File: src/rtl/if_fetch_stage_if.sv
// Instruction-memory request/response port used by the fetch stage.
// The master drives req/addr; the slave answers with rdata/ready.
interface if_fetch_stage_if;
  logic        req;
  logic [31:0] addr;
  logic [31:0] rdata;
  logic        ready;

  modport master (output req, output addr, input rdata, input ready);
  modport slave  (input req, input addr, output rdata, output ready);
endinterface

File: src/rtl/if_fetch_stage.sv
// Instruction-fetch stage: PC register, ready-handshaked imem port, one-entry skid buffer and IF/ID register.
// Optional feature macro: IF_PERF_CNT_EN adds fetch/flush performance counters.
module if_fetch_stage #(
  parameter logic [31:0] RESET_PC  = 32'h0000_0000,
  parameter logic [31:0] NOP_INSTR = 32'h0000_0013
) (
  input  logic                    clk,
  input  logic                    rst,
  input  logic                    PC_write,
  input  logic                    ifid_write,
  input  logic                    branch_taken,
  input  logic [31:0]             branch_target,
  if_fetch_stage_if.master        imem,
  output logic [31:0]             ifid_pc,
  output logic [31:0]             ifid_instr,
  output logic                    ifid_valid,
  output logic                    fetch_busy
`ifdef IF_PERF_CNT_EN
  ,
  output logic [31:0]             perf_fetch_cnt,
  output logic [31:0]             perf_flush_cnt
`endif
);

  typedef enum logic [1:0] {IDLE, FETCH, DROP, HOLD} state_t;

  state_t      state, state_nxt;
  logic [31:0] pc, pc_nxt;
  logic [31:0] addr_q, addr_nxt;
  logic [31:0] hold_pc, hold_instr;
  logic        hold_load;
  logic [31:0] ifid_pc_nxt, ifid_instr_nxt;
  logic        ifid_valid_nxt;
  logic        busy_nxt;
  logic        fetch_fire;

  assign imem.req  = (state == FETCH) || (state == DROP);
  assign imem.addr = addr_q;

  always_comb begin
    // NOTE: every signal written here gets a default first so no latch is inferred.
    state_nxt      = state;
    pc_nxt         = pc;
    addr_nxt       = addr_q;
    hold_load      = 1'b0;
    ifid_pc_nxt    = ifid_pc;
    ifid_instr_nxt = ifid_instr;
    ifid_valid_nxt = ifid_valid;
    busy_nxt       = 1'b0;
    fetch_fire     = 1'b0;

    if (branch_taken) begin
      // Flush wins over every stall; an in-flight request without a response must still be drained.
      pc_nxt         = branch_target;
      ifid_pc_nxt    = 32'h0;
      ifid_instr_nxt = NOP_INSTR;
      ifid_valid_nxt = 1'b0;
      unique case (state)
        IDLE, HOLD: begin
          addr_nxt  = branch_target;
          state_nxt = FETCH;
        end
        FETCH: begin
          if (imem.ready) addr_nxt = branch_target;
          else            state_nxt = DROP;
        end
        DROP: begin
          if (imem.ready) begin
            addr_nxt  = branch_target;
            state_nxt = FETCH;
          end
        end
      endcase
    end else begin
      unique case (state)
        IDLE: begin
          addr_nxt  = pc;
          state_nxt = FETCH;
        end
        FETCH: begin
          if (imem.ready) begin
            if (ifid_write) begin
              ifid_pc_nxt    = addr_q;
              ifid_instr_nxt = imem.rdata;
              ifid_valid_nxt = 1'b1;
              fetch_fire     = 1'b1;
              if (PC_write) pc_nxt = addr_q + 32'd4;
              addr_nxt = pc_nxt;
            end else begin
              hold_load = 1'b1;
              state_nxt = HOLD;
            end
          end else begin
            if (ifid_write) ifid_valid_nxt = 1'b0;
            busy_nxt = 1'b1;
          end
        end
        HOLD: begin
          if (ifid_write) begin
            ifid_pc_nxt    = hold_pc;
            ifid_instr_nxt = hold_instr;
            ifid_valid_nxt = 1'b1;
            fetch_fire     = 1'b1;
            if (PC_write) pc_nxt = hold_pc + 32'd4;
            addr_nxt  = pc_nxt;
            state_nxt = FETCH;
          end
        end
        DROP: begin
          if (imem.ready) begin
            addr_nxt  = pc;
            state_nxt = FETCH;
          end
        end
      endcase
    end
  end

  // NOTE: registered state uses non-blocking assignments only; blocking is confined to always_comb.
  always_ff @(posedge clk or posedge rst) begin
    if (rst) begin
      state      <= IDLE;
      pc         <= RESET_PC;
      addr_q     <= RESET_PC;
      hold_pc    <= 32'h0;
      hold_instr <= 32'h0;
      ifid_pc    <= 32'h0;
      ifid_instr <= NOP_INSTR;
      ifid_valid <= 1'b0;
      fetch_busy <= 1'b0;
    end else begin
      state      <= state_nxt;
      pc         <= pc_nxt;
      addr_q     <= addr_nxt;
      ifid_pc    <= ifid_pc_nxt;
      ifid_instr <= ifid_instr_nxt;
      ifid_valid <= ifid_valid_nxt;
      fetch_busy <= busy_nxt;
      if (hold_load) begin
        hold_pc    <= addr_q;
        hold_instr <= imem.rdata;
      end
    end
  end

`ifdef IF_PERF_CNT_EN
  always_ff @(posedge clk or posedge rst) begin
    if (rst) begin
      perf_fetch_cnt <= 32'h0;
      perf_flush_cnt <= 32'h0;
    end else begin
      if (fetch_fire)   perf_fetch_cnt <= perf_fetch_cnt + 32'd1;
      if (branch_taken) perf_flush_cnt <= perf_flush_cnt + 32'd1;
    end
  end
`endif

endmodule
File: src/flat_wrapper.sv
// flat-port wrapper written by rule: the top's interface ports become plain ports
module if_fetch_stage_flat 
#(
  parameter logic [31:0] RESET_PC  = 32'h0000_0000,
  parameter logic [31:0] NOP_INSTR = 32'h0000_0013
)
  (clk, rst, PC_write, ifid_write, branch_taken, branch_target, ifid_pc, ifid_instr, ifid_valid, fetch_busy, imem_req, imem_addr, imem_rdata, imem_ready);
  if_fetch_stage_if imem_i ();
  input  logic clk;
  input  logic rst;
  input  logic PC_write;
  input  logic ifid_write;
  input  logic branch_taken;
  input  logic [31:0] branch_target;
  output logic [31:0] ifid_pc;
  output logic [31:0] ifid_instr;
  output logic ifid_valid;
  output logic fetch_busy;
  output wire logic [$bits(imem_i.req)-1:0] imem_req;
  output wire logic [$bits(imem_i.addr)-1:0] imem_addr;
  input wire logic [$bits(imem_i.rdata)-1:0] imem_rdata;
  input wire logic [$bits(imem_i.ready)-1:0] imem_ready;
  assign imem_req = imem_i.req;
  assign imem_addr = imem_i.addr;
  assign imem_i.rdata = imem_rdata;
  assign imem_i.ready = imem_ready;
  if_fetch_stage #(.RESET_PC(RESET_PC), .NOP_INSTR(NOP_INSTR)) u_core (.clk(clk), .rst(rst), .PC_write(PC_write), .ifid_write(ifid_write), .branch_taken(branch_taken), .branch_target(branch_target), .imem(imem_i), .ifid_pc(ifid_pc), .ifid_instr(ifid_instr), .ifid_valid(ifid_valid), .fetch_busy(fetch_busy));
endmodule
File: config.mk
export PLATFORM = sky130hd
export DESIGN_NAME = if_fetch_stage_flat
export DESIGN_NICKNAME = d
export VERILOG_FILES = /design/src/rtl/if_fetch_stage_if.sv /design/src/rtl/if_fetch_stage.sv /design/src/flat_wrapper.sv
export SDC_FILE = /design/constraint.sdc
export NUM_CORES = 1
export LEC_CHECK = 0
export BUFFER_PORTS_ARGS = -buffer_cell sky130_fd_sc_hd__buf_4
export CAP_MARGIN = 20
export CELL_PAD_IN_SITES_DETAIL_PLACEMENT = 0
export CELL_PAD_IN_SITES_GLOBAL_PLACEMENT = 2
export CORE_ASPECT_RATIO = 1.75
export CORE_MARGIN = 2
export CORE_UTILIZATION = 36
export DETAILED_ROUTE_END_ITERATION = 10
export PLACE_DENSITY = 0.89
export SETUP_SLACK_MARGIN = 0.2
export SLEW_MARGIN = 5
export SYNTH_ARGS = -nofsm -noshare
export SYNTH_HDL_FRONTEND = slang
export SYNTH_SLANG_ARGS = --single-unit
export TNS_END_PERCENT = 100
File: constraint.sdc
create_clock -name clk -period 9.2 [get_ports clk]
set_clock_uncertainty 0.2 [all_clocks]
set_input_delay 1.38 -clock clk [delete_from_list [all_inputs] [get_ports clk]]
set_output_delay 1.38 -clock clk [all_outputs]
set_load 0.01 [all_outputs]
==> impl_metrics.json <==
{
  "synth_area_um2": 10820,
  "hold_buffers": 0,
  "io_buffers": 168,
  "r2r_end": "u_core.hold_instr[2]",
  "grt_pass1_wl_um": 56190,
  "synth_compound_area_share_pct": 21.41,
  "setup_viol": 0,
  "synthXorXnorAreaFrac_pct": 3.238,
  "synth_edf_count": 0,
  "slew-limit-headroom_pct": 20.38,
  "ir_worst_vdd_uv": 187.9,
  "crit_required_ps": 9350,
  "ys_seq_elements": 196,
  "synth_area_leaders": "dfrtp_1, mux2_2, o21ai_0, nand2_1, mux2i_1",
  "wl_per_cell_um": 21.89,
  "cp-startpoint": "branch_taken",
  "crit_buf_inv": 3,
  "r2r-start": "u_core.state[1]",
  "grt_antenna_before_repair": 0,
  "synthCells": 1150,
  "total_power_uw": 4106,
  "path_delay_family": "buffers and inverters",
  "antenna_cells": 0,
  "ys_types": 68,
  "post_cts_buffers": 0,
  "powerDensity_nw_per_um2": 315.7,
  "worst-r2r-cell-count": 6,
  "die_y_um": 233.3,
  "r2r_slack_ps": 5360,
  "design.die.area_um2": 31510,
  "yosysWarnings": 0,
  "cp_common_cell": "buf_4",
  "synth_simple_gate_area_share_pct": 15.26,
  "initialDrtViolationCount": 735,
  "drive_above_1_share_pct": 23.68,
  "die_w_um": 135.0,
  "path_clk_slew_ps": 70,
  "hp-class": "reg -> reg",
  "start_util_pct": 36.24,
  "worst_pin_slew_ps": 1190,
  "drt-pass1-iter-count": 5,
  "synth_mux_area_share_pct": 9.993,
  "arrival_ps": 4410,
  "root_buffer": "clkbuf_16",
  "crit_end": "u_core.hold_instr[2]",
  "cp_slowest_cell": "buf_4",
  "status": "finished, final reports clean",
  "drt_wl_total_um": 36210,
  "synth_top_family_by_area": "compound AO/OA/AOI/OAI gates",
  "core-area_um2": 29850,
  "tritoncts": "done",
  "synth_top_cell_by_area": "dfrtp_1",
  "worst_setup_path_end_kind": "flop",
  "tns_ps": 0,
  "fin_crit_ps": 4267,
  "yosysSeqAreaShare_pct": 45.37,
  "drv_slew": 0,
  "synth_nets": 1225,
  "io_pins": 169,
  "dpl.hpwl_um": 24430,
  "cts_inserted_buffers": 17,
  "hold_viol": 0,
  "yosys.area_share.adder_pct": 0.5783,
  "ys.flop_type": "dfrtp_1",
  "layout_common_cells": "dfrtp_1, buf_4, nand2_1, o21ai_0, mux2_2",
  "critical_path.cell_chain": "buf_4, buf_4, nand2b_1, nor2_4, buf_4, mux2_2",
  "track_usage_pct": 23.40,
  "cts.path.max_buffers": 2,
  "grt_overflow": 0,
  "rows": 84,
  "synth.avg_cell_area_um2": 9.407,
  "vias": 9591,
  "start_kind": "input port",
  "place.gp.congestion": 0.8698,
  "rsz0062_at_grt": "false",
  "final_common_cell": "dfrtp_1",
  "grt_max_degree": 129,
  "maxCapViolCount": 0,
  "leakage_uw": 0.005401,
  "viasPerCell": 5.799,
  "yosysTopAreaCellShare_pct": 44.64,
  "critPathMaxStageDelay_ps": 690,
  "post-route-util_pct": 43.57,
  "cp.depth": 6,
  "cts_sinks": 196,
  "final_antenna_net_count": 0,
  "fmax_mhz": 234.4,
  "num-nets-final": 1329,
  "cts.repair.resized": 0,
  "remaining_drc_errors": 0,
  "cts_max_level": 4,
  "finalCritPeriodShare_pct": 46.38,
  "clock_latency_ps": 470,
  "critPathKind": "in -> reg",
  "area_growth_pct": 20.23,
  "crit_fanout": 61,
  "grt_pass1_vias": 9533,
  "synthArstFlopShare_pct": 100.0
}
[where the power goes]
part / switching [µW] / total, µW / internal [µW]
Combinational: 823 / 1540 / 719
Sequential: 463 / 1680 / 1220
Clock: 369 / 883 / 514
Total: 1650 / 4110 / 2450
[state kept, by name, indices dropped and copies added, names as in the netlist]
name,flops
u_core.pc,32
u_core.ifid_instr,32
u_core.ifid_pc,32
u_core.imem.addr,32
u_core.fetch_busy,1
u_core.hold_instr,32
u_core.hold_pc,32
u_core.state,2
u_core.ifid_valid,1
[layout make-up]
class / instances / area, µm²
clock buffer: 18 / 429.2
fill: 3007 / 16840
inverter: 16 / 67.56
tap: 387 / 484.2
clock inverter: 14 / 246.5
timing repair buffer: 182 / 1366
multi-input combinational: 841 / 5504
sequential: 196 / 4908
[routing by layer]
metal	share of wire [%]	track usage, %
met3	4.8	3.819
met2	53	41.55
met5	0	0
met1	39	27.64
met4	3.4	10.19
[through the flow]
step	worst slack (ps)	instances	hold WS [ps]	area, µm²
6_report	4933	1654	278.1	13010
5_1_grt	4816	1654	314.7	13010
4_1_cts	4940	1654	286.8	13010
3_5_place_dp	4428	1622	269.7	12330
3_3_place_gp	4519	1622	263.2	12330
2_1_floorplan	2284	1150	267.2	10820
[synth_stat cells (all sizes together) (18+ instances only)]
master,instances
a21oi,57
a22oi,38
and3,19
buf,36
clkbuf,61
dfrtp,193
mux2,64
mux2i,36
nand2,141
nand3,25
nand4,24
nor2,63
nor3,18
o21ai,112
o31ai,40
xnor2,21
xor2,19
[worst register-to-register path, delay by kind of cell, from the launching register on]
kind	cells	cell delay (ps)
and+or+nand+nor	2	1250
buffers and inverters	2	760
adders and majority gates	1	620
muxes	1	460
DFF	1	440
[worst min-delay path by stage]
| stage | start | to | slack [ps] | depth (start not counted) |
|---|---|---|---|---|
| final | u_core.ifid_pc[19] | u_core.ifid_pc[19] | 280 | 2 |
| after global routing | u_core.ifid_instr[15] | u_core.ifid_instr[15] | 310 | 2 |
| after CTS | u_core.ifid_instr[21] | u_core.ifid_instr[21] | 290 | 2 |
| after detailed placement | u_core.ifid_instr[21] | u_core.ifid_instr[21] | 270 | 2 |
| after global placement | u_core.ifid_instr[21] | u_core.ifid_instr[21] | 260 | 2 |
| after floorplan | u_core.pc[19] | u_core.pc[19] | 270 | 2 |
[logic make-up after synthesis]
group,count (synthesis)
multiplexers,100
adder cells (fa/ha/maj),5
XOR/XNOR,40
buffers and inverters,113
flip-flops,196
AND/OR/NAND/NOR,340
AO/OA/AOI/OAI,356
No activity file was read; power rests on OpenSTA's default activity.
